`config.mk`:
```
export PLATFORM = sky130hd
export DESIGN_NAME = bcd_display_mux_flat
export DESIGN_NICKNAME = d
export VERILOG_FILES = /design/src/rtl/seg7_pkg.sv /design/src/rtl/bcd_display_mux_if.sv /design/src/rtl/bcd_to_7seg.sv /design/src/rtl/bcd_display_mux.sv /design/src/flat_wrapper.sv
export SDC_FILE = /design/constraint.sdc
export NUM_CORES = 1
export LEC_CHECK = 0
export CORE_MARGIN = 2
export CORE_UTILIZATION = 38
export DETAILED_ROUTE_END_ITERATION = 7
export SLEW_MARGIN = 20
export SYNTH_ARGS = -nofsm -noshare
export SYNTH_HDL_FRONTEND = slang
export SYNTH_HIERARCHICAL = 1
export SYNTH_SLANG_ARGS = --single-unit
```
`constraint.sdc`:
```
create_clock -name clk -period 3.3 [get_ports clk]
set_clock_uncertainty 0.15 [all_clocks]
set_input_delay 0.66 -clock clk [delete_from_list [all_inputs] [get_ports clk]]
set_output_delay 0.66 -clock clk [all_outputs]
set_load 0.02 [all_outputs]
```
`src/rtl/seg7_pkg.sv`:
```
// Shared 7-segment definitions for the BCD display path.
// Segment vectors are ordered {g,f,e,d,c,b,a} and are active-low.
package seg7_pkg;

  typedef logic [6:0] seg7_t;

  localparam seg7_t SEG_DIGIT [0:9] = '{
    7'h40, 7'h79, 7'h24, 7'h30, 7'h19,
    7'h12, 7'h02, 7'h78, 7'h00, 7'h10
  };

  localparam seg7_t SEG_MINUS = 7'h3F;  // segment g only
  localparam seg7_t SEG_BLANK = 7'h7F;
  localparam seg7_t SEG_ERR   = 7'h06;  // "E": a,d,e,f,g

endpackage

```
`src/rtl/bcd_display_mux_if.sv`:
```
// Bus between the BCD source and the display multiplexer.
//   load/bcd/is_negative/blank_lz : source -> display
//   an_n/seg_n/dp_n               : display -> board pins (active-low)
interface bcd_display_mux_if #(
  parameter int BCD_DIGITS = 5,
  parameter int NUM_ANODES = 8
);
  import seg7_pkg::*;

  logic                    load;
  logic [BCD_DIGITS*4-1:0] bcd;
  logic                    is_negative;
  logic                    blank_lz;
  logic [NUM_ANODES-1:0]   an_n;
  seg7_t                   seg_n;
  logic                    dp_n;

  modport master (
    output load, bcd, is_negative, blank_lz,
    input  an_n, seg_n, dp_n
  );

  modport slave (
    input  load, bcd, is_negative, blank_lz,
    output an_n, seg_n, dp_n
  );

endinterface

```
`src/rtl/bcd_to_7seg.sv`:
```
// Combinational BCD nibble to active-low 7-segment decoder.
//   i_nibble : BCD digit; values above 9 show "E"
//   o_seg_n  : {g,f,e,d,c,b,a}, active-low
module bcd_to_7seg
  import seg7_pkg::*;
(
  input  logic [3:0] i_nibble,
  output seg7_t      o_seg_n
);

  always_comb begin
    o_seg_n = SEG_ERR;
    case (i_nibble)
      4'd0: o_seg_n = SEG_DIGIT[0];
      4'd1: o_seg_n = SEG_DIGIT[1];
      4'd2: o_seg_n = SEG_DIGIT[2];
      4'd3: o_seg_n = SEG_DIGIT[3];
      4'd4: o_seg_n = SEG_DIGIT[4];
      4'd5: o_seg_n = SEG_DIGIT[5];
      4'd6: o_seg_n = SEG_DIGIT[6];
      4'd7: o_seg_n = SEG_DIGIT[7];
      4'd8: o_seg_n = SEG_DIGIT[8];
      4'd9: o_seg_n = SEG_DIGIT[9];
      default: o_seg_n = SEG_ERR;
    endcase
  end

endmodule

```
`src/rtl/bcd_display_mux.sv`:
```
// Time-multiplexed common-anode display driver for a signed BCD value.
//   clk, reset : system clock, synchronous active-high reset
//   bus.load / bcd / is_negative : capture strobe and captured value
//   bus.blank_lz : live leading-zero blanking select
//   bus.an_n / seg_n / dp_n : registered active-low display outputs
module bcd_display_mux
  import seg7_pkg::*;
#(
  parameter int BCD_DIGITS = 5,
  parameter int NUM_ANODES = 8,
  parameter int TICK_DIV   = 100000
) (
  input  logic               clk,
  input  logic               reset,
  bcd_display_mux_if.slave   bus
);

  localparam int IDX_W = (NUM_ANODES > 1) ? $clog2(NUM_ANODES) : 1;
  localparam int PRE_W = (TICK_DIV > 1) ? $clog2(TICK_DIV) : 1;

  if (NUM_ANODES < BCD_DIGITS + 1) begin : g_bad_anodes
    $error("NUM_ANODES must be at least BCD_DIGITS+1");
  end
  if (TICK_DIV < 2) begin : g_bad_tick
    $error("TICK_DIV must be at least 2");
  end

  logic [PRE_W-1:0]      r_presc;
  logic [IDX_W-1:0]      r_idx;
  logic [3:0]            r_digits [BCD_DIGITS];
  logic                  r_neg;
  logic [NUM_ANODES-1:0] r_an_n;
  seg7_t                 r_seg_n;

  logic [IDX_W-1:0]      w_msd;
  logic                  w_nonzero;
  logic [IDX_W-1:0]      w_minus_pos;
  logic [3:0]            w_nibble;
  seg7_t                 w_dec;
  seg7_t                 w_seg_n;
  logic [NUM_ANODES-1:0] w_an_n;

  // Prescaler and scan index
  always_ff @(posedge clk) begin
    if (reset) begin
      r_presc <= '0;
      r_idx   <= '0;
    end else if (r_presc == PRE_W'(TICK_DIV - 1)) begin
      r_presc <= '0;
      r_idx   <= (r_idx == IDX_W'(NUM_ANODES - 1)) ? '0 : r_idx + IDX_W'(1);
    end else begin
      r_presc <= r_presc + PRE_W'(1);
    end
  end

  // Capture registers; reset wins over load
  always_ff @(posedge clk) begin
    if (reset) begin
      for (int unsigned k = 0; k < BCD_DIGITS; k++) r_digits[k] <= '0;
      r_neg <= 1'b0;
    end else if (bus.load) begin
      for (int unsigned k = 0; k < BCD_DIGITS; k++) r_digits[k] <= bus.bcd[k*4 +: 4];
      r_neg <= bus.is_negative;
    end
  end

  // Most-significant nonzero digit; invalid nibbles count as nonzero
  always_comb begin
    w_msd     = '0;
    w_nonzero = 1'b0;
    for (int unsigned k = 0; k < BCD_DIGITS; k++) begin
      if (r_digits[k] != 4'd0) begin
        w_msd     = IDX_W'(k);
        w_nonzero = 1'b1;
      end
    end
  end

  assign w_minus_pos = bus.blank_lz ? (w_msd + IDX_W'(1)) : IDX_W'(BCD_DIGITS);

  always_comb begin
    w_nibble = '0;
    for (int unsigned k = 0; k < BCD_DIGITS; k++) begin
      if (r_idx == IDX_W'(k)) w_nibble = r_digits[k];
    end
  end

  bcd_to_7seg u_dec (
    .i_nibble (w_nibble),
    .o_seg_n  (w_dec)
  );

  // The minus test comes first: with blanking on it lands on a slot that
  // would otherwise be a blanked leading zero. A zero value never gets one.
  always_comb begin
    w_seg_n = SEG_BLANK;
    if (r_neg && w_nonzero && (r_idx == w_minus_pos)) begin
      w_seg_n = SEG_MINUS;
    end else if ((r_idx < IDX_W'(BCD_DIGITS)) && ((r_idx <= w_msd) || !bus.blank_lz)) begin
      w_seg_n = w_dec;
    end
  end

  always_comb begin
    w_an_n        = '1;
    w_an_n[r_idx] = 1'b0;
  end

  always_ff @(posedge clk) begin
    if (reset) begin
      r_an_n  <= '1;
      r_seg_n <= SEG_BLANK;
    end else begin
      r_an_n  <= w_an_n;
      r_seg_n <= w_seg_n;
    end
  end

  assign bus.an_n  = r_an_n;
  assign bus.seg_n = r_seg_n;
  assign bus.dp_n  = 1'b1;

endmodule

```
`src/flat_wrapper.sv`:
```
// flat-port wrapper written by rule: the top's interface ports become plain ports
module bcd_display_mux_flat import seg7_pkg::*;
#(
  parameter int BCD_DIGITS = 5,
  parameter int NUM_ANODES = 8,
  parameter int TICK_DIV   = 100000
)
  (clk, reset, bus_load, bus_bcd, bus_is_negative, bus_blank_lz, bus_an_n, bus_seg_n, bus_dp_n);
  bcd_display_mux_if #(.BCD_DIGITS(BCD_DIGITS), .NUM_ANODES(NUM_ANODES)) bus_i ();
  input  logic clk;
  input  logic reset;
  input wire logic [$bits(bus_i.load)-1:0] bus_load;
  input wire logic [$bits(bus_i.bcd)-1:0] bus_bcd;
  input wire logic [$bits(bus_i.is_negative)-1:0] bus_is_negative;
  input wire logic [$bits(bus_i.blank_lz)-1:0] bus_blank_lz;
  output wire logic [$bits(bus_i.an_n)-1:0] bus_an_n;
  output wire logic [$bits(bus_i.seg_n)-1:0] bus_seg_n;
  output wire logic [$bits(bus_i.dp_n)-1:0] bus_dp_n;
  assign bus_i.load = bus_load;
  assign bus_i.bcd = bus_bcd;
  assign bus_i.is_negative = bus_is_negative;
  assign bus_i.blank_lz = bus_blank_lz;
  assign bus_an_n = bus_i.an_n;
  assign bus_seg_n = bus_i.seg_n;
  assign bus_dp_n = bus_i.dp_n;
  bcd_display_mux #(.BCD_DIGITS(BCD_DIGITS), .NUM_ANODES(NUM_ANODES), .TICK_DIV(TICK_DIV)) u_core (.clk(clk), .reset(reset), .bus(bus_i));
endmodule
```
==> metrics.csv <==
metric,value,unit
number of setup buffers added after CTS,0,
Area contributors post-synth,"sky130_fd_sc_hd__dfxtp_1, sky130_fd_sc_hd__edfxtp_1, sky130_fd_sc_hd__ha_1",
global placer's final weighted congestion,0.818,
DRC violation total after the first TritonRoute iteration,53,
count of nets left with antenna violations after detail routing,0,
final wirelength,4760,um
DP Area,3250,sq um
Post-Syn Instances,284,
Post-Syn Nets,325,
port bufs,39,
worst setup path category,reg -> reg,
I/O pin total,41,
post-route clock period utilization,87.9,%
routed wirelength normalized by instance count,11.3,um
clock insertion delay at the later pin of the skew report,0.31,ns
Worst Hold Slack,0.327,ns
cell accounting for the most synthesized area,sky130_fd_sc_hd__dfxtp_1,
most common library cells after synthesis,"sky130_fd_sc_hd__dfxtp_1, sky130_fd_sc_hd__nor2_1, sky130_fd_sc_hd__and2_1, sky130_fd_sc_hd__edfxtp_1, sky130_fd_sc_hd__nand2_1",
startpoint kind of the worst setup timing path,flop,
fraction of post-synthesis cell area in the top cell type by area,26.1,%
headroom to the max-slew limit,53.3,%
number of distinct library cell variants in the gate-level netlist after synthesis,47,
post-synthesis mux area share,2.17,%
chip width,89.3,um
Global Route Usage Sum,12.9,%
post-synthesis instance area,2760,sq um
length of the first detailed-routing pass in iterations,4,
Post-CTS Resized,0,
"Hold Vio Cnt, Final",0,
"FFs w/ async S/R, synth",0,%
met1 global-route usage,18.2,%
final instance area,3380,sq um
full die area,7970,sq um
final-report max-slew violation count,0,
leakage power total,1.23,nW
most frequent cell after synthesis,sky130_fd_sc_hd__dfxtp_1,
"synthesized-area fraction occupied by ao, oa, aoi and oai cells",7.92,%
final setup margin,0.401,ns
slew at the pin closest to its max-slew limit,0.697,ns
global-route wire length before repair,8180,um
count of synthesis-stage warnings from yosys,6,
Die Height,89.3,um
number of clock sinks,56,
adder-cell share of the synthesized area,7.24,%
maximum clock insertion buffer count,2,
detail-routed via count per cell,4.66,
vias in the first global route,1775,
hold buffers post-CTS,0,
GRT overflow,0,
share of the synthesized netlist area taken by xor and xnor gates,5.07,%
final net count,364,
primary flip-flop cell chosen by synthesis mapping,sky130_fd_sc_hd__dfxtp_1,
fraction of final layout cells sized beyond drive strength 1,4.63,%
result of the run,"finished, final reports clean",
HPWL reported at the end of detailed placement,3640,um
"CTS clk-pin slew, worst paths",0.10,ns
Global Route met2 Usage,20.3,%
Post-route DRC,0,
number of failing setup endpoints in the final timing report,0,
combinational family with the most area after synthesis,simple AND/OR/NAND/NOR gates,
signed area change from the synthesized netlist to the final layout,22.2,%
number of antenna violations at the first check in global routing,0,
Initial Utilization,38.7,%
data required time at the worst endpoint,3.34,ns
"EDFF count, synth",20,
routed via count,1971,
FMAX,0.345,GHz
clock tree from TritonCTS,yes,
maximum number of pins on one net before global-route repair,21,
root buffer selected by CTS,sky130_fd_sc_hd__clkbuf_8,
number of diodes,0,
standard-cell rows,31,
power density relative to cell area,419,nW/um^2
IR Drop Worst-Case VDD,183,uV
busiest grt layer,met2,
maximum fanout along the worst path,11,
depth of the CTS H-tree,2,
number of clock buffers inserted by TritonCTS,5,
placeable core region,7140,sq um
Worst setup EP type,flop,
final critical delay including setup and external delays,2.90,ns
portion of the post-synthesis area used by sequential elements,47.8,%
Place WS,0.431,ns
unrepaired setup endpoints after global routing,false,
number of violations of the max-capacitance limit,0,
"post-synthesis share of cell area spent on and, or, nand and nor gates",25.9,%
path class of the lowest-slack min-delay path,reg -> reg,
data arrival at the endpoint of the critical path,2.94,ns
number of flip-flops and latches in the synthesized netlist,56,
TNS Setup,0,ns
synthesized area per cell,9.73,sq um
grt met3 use,2.40,%
## placed cells by master (no fill, tap or decap), types with 9 or more instances in the layout
| master | instances |
|---|---|
| sky130_fd_sc_hd__ha_1 | 16 |
| sky130_fd_sc_hd__edfxtp_1 | 20 |
| sky130_fd_sc_hd__inv_1 | 10 |
| sky130_fd_sc_hd__nand3_1 | 9 |
| sky130_fd_sc_hd__xnor2_1 | 13 |
| sky130_fd_sc_hd__nand2_1 | 19 |
| sky130_fd_sc_hd__and2_1 | 20 |
| sky130_fd_sc_hd__o21ai_1 | 9 |
| sky130_fd_sc_hd__a21oi_1 | 14 |
| sky130_fd_sc_hd__nor2_1 | 32 |
| sky130_fd_sc_hd__clkdlybuf4s50_1 | 39 |
| sky130_fd_sc_hd__dfxtp_1 | 36 |
## worst max-delay path, stage by stage (launching register included)
cell,delay (ns)
sky130_fd_sc_hd__dfxtp_1,0.55
sky130_fd_sc_hd__clkinv_1,0.24
sky130_fd_sc_hd__ha_1,0.35
sky130_fd_sc_hd__nor2b_1,0.16
sky130_fd_sc_hd__nor3_1,0.17
sky130_fd_sc_hd__a21oi_1,0.06
sky130_fd_sc_hd__o21ai_1,0.56
sky130_fd_sc_hd__mux2i_1,0.25
sky130_fd_sc_hd__o22ai_1,0.10
sky130_fd_sc_hd__nand3b_1,0.19
## per-layer routing
layer  wire (um)  part of all wire (%)  vias up
li1            -                     -     1054
met1        2550                    53      870
met2        1960                    41       42
met3         190                   4.0        5
met4          65                   1.4        0
met5           0                     0        -
## worst paths after layout
| check | from | end | slack, ns | depth (start not counted) |
|---|---|---|---|---|
| worst max-delay path | u_core/r_idx[0]$_SDFFE_PP0P_ | u_core/bus.seg_n[4]$_SDFF_PP1_ | 0.40 | 9 |
| worst min-delay path | u_core/r_presc[0]$_SDFF_PP0_ | u_core/r_presc[0]$_SDFF_PP0_ | 0.33 | 1 |
| worst max register to register | u_core/r_idx[0]$_SDFFE_PP0P_ | u_core/bus.seg_n[4]$_SDFF_PP1_ | 0.40 | 9 |
| worst min register to register | u_core/r_presc[0]$_SDFF_PP0_ | u_core/r_presc[0]$_SDFF_PP0_ | 0.33 | 1 |
## registers in the layout (all words and copies together) (netlist names)
signal and cells:
u_core/r_neg 1, u_core/bus.seg_n 7, u_core/r_digits 20, u_core/r_idx 3
u_core/r_presc 17, u_core/bus.an_n 8
## logic make-up after synthesis
logic type	after synthesis
other	1
and+or+nand+nor	130
xor gates and xnor gates	16
adders and majority gates	16
DFF	56
AOI/OAI and AO/OA	36
buffers and inverters	23
muxes	6
## layout make-up
class	instances	area, sq um
clock buffers	7	119
clock inverters	1	8.76
fillers	706	3760
inverters	12	45.0
multi-input cells	205	1340
flip-flops and latches	56	1320
well taps	99	124
repair buffers	43	420
## where the power goes
group          switching (W)  internal, W
clock               0.000218     0.000244
combinational      0.0000844    0.0000946
sequential         0.0000216     0.000752
total               0.000324      0.00109
## through the flow
step	utilization [%]	total power, W	instances
2_1_floorplan	-	0.000896	284
3_3_place_gp	45.5	0.000968	415
3_5_place_dp	45.5	0.000970	415
4_1_cts	47.3	0.00143	423
5_1_grt	47.3	0.00148	423
6_report	47.3	0.00141	423
Power figures use the tool's default switching activity.
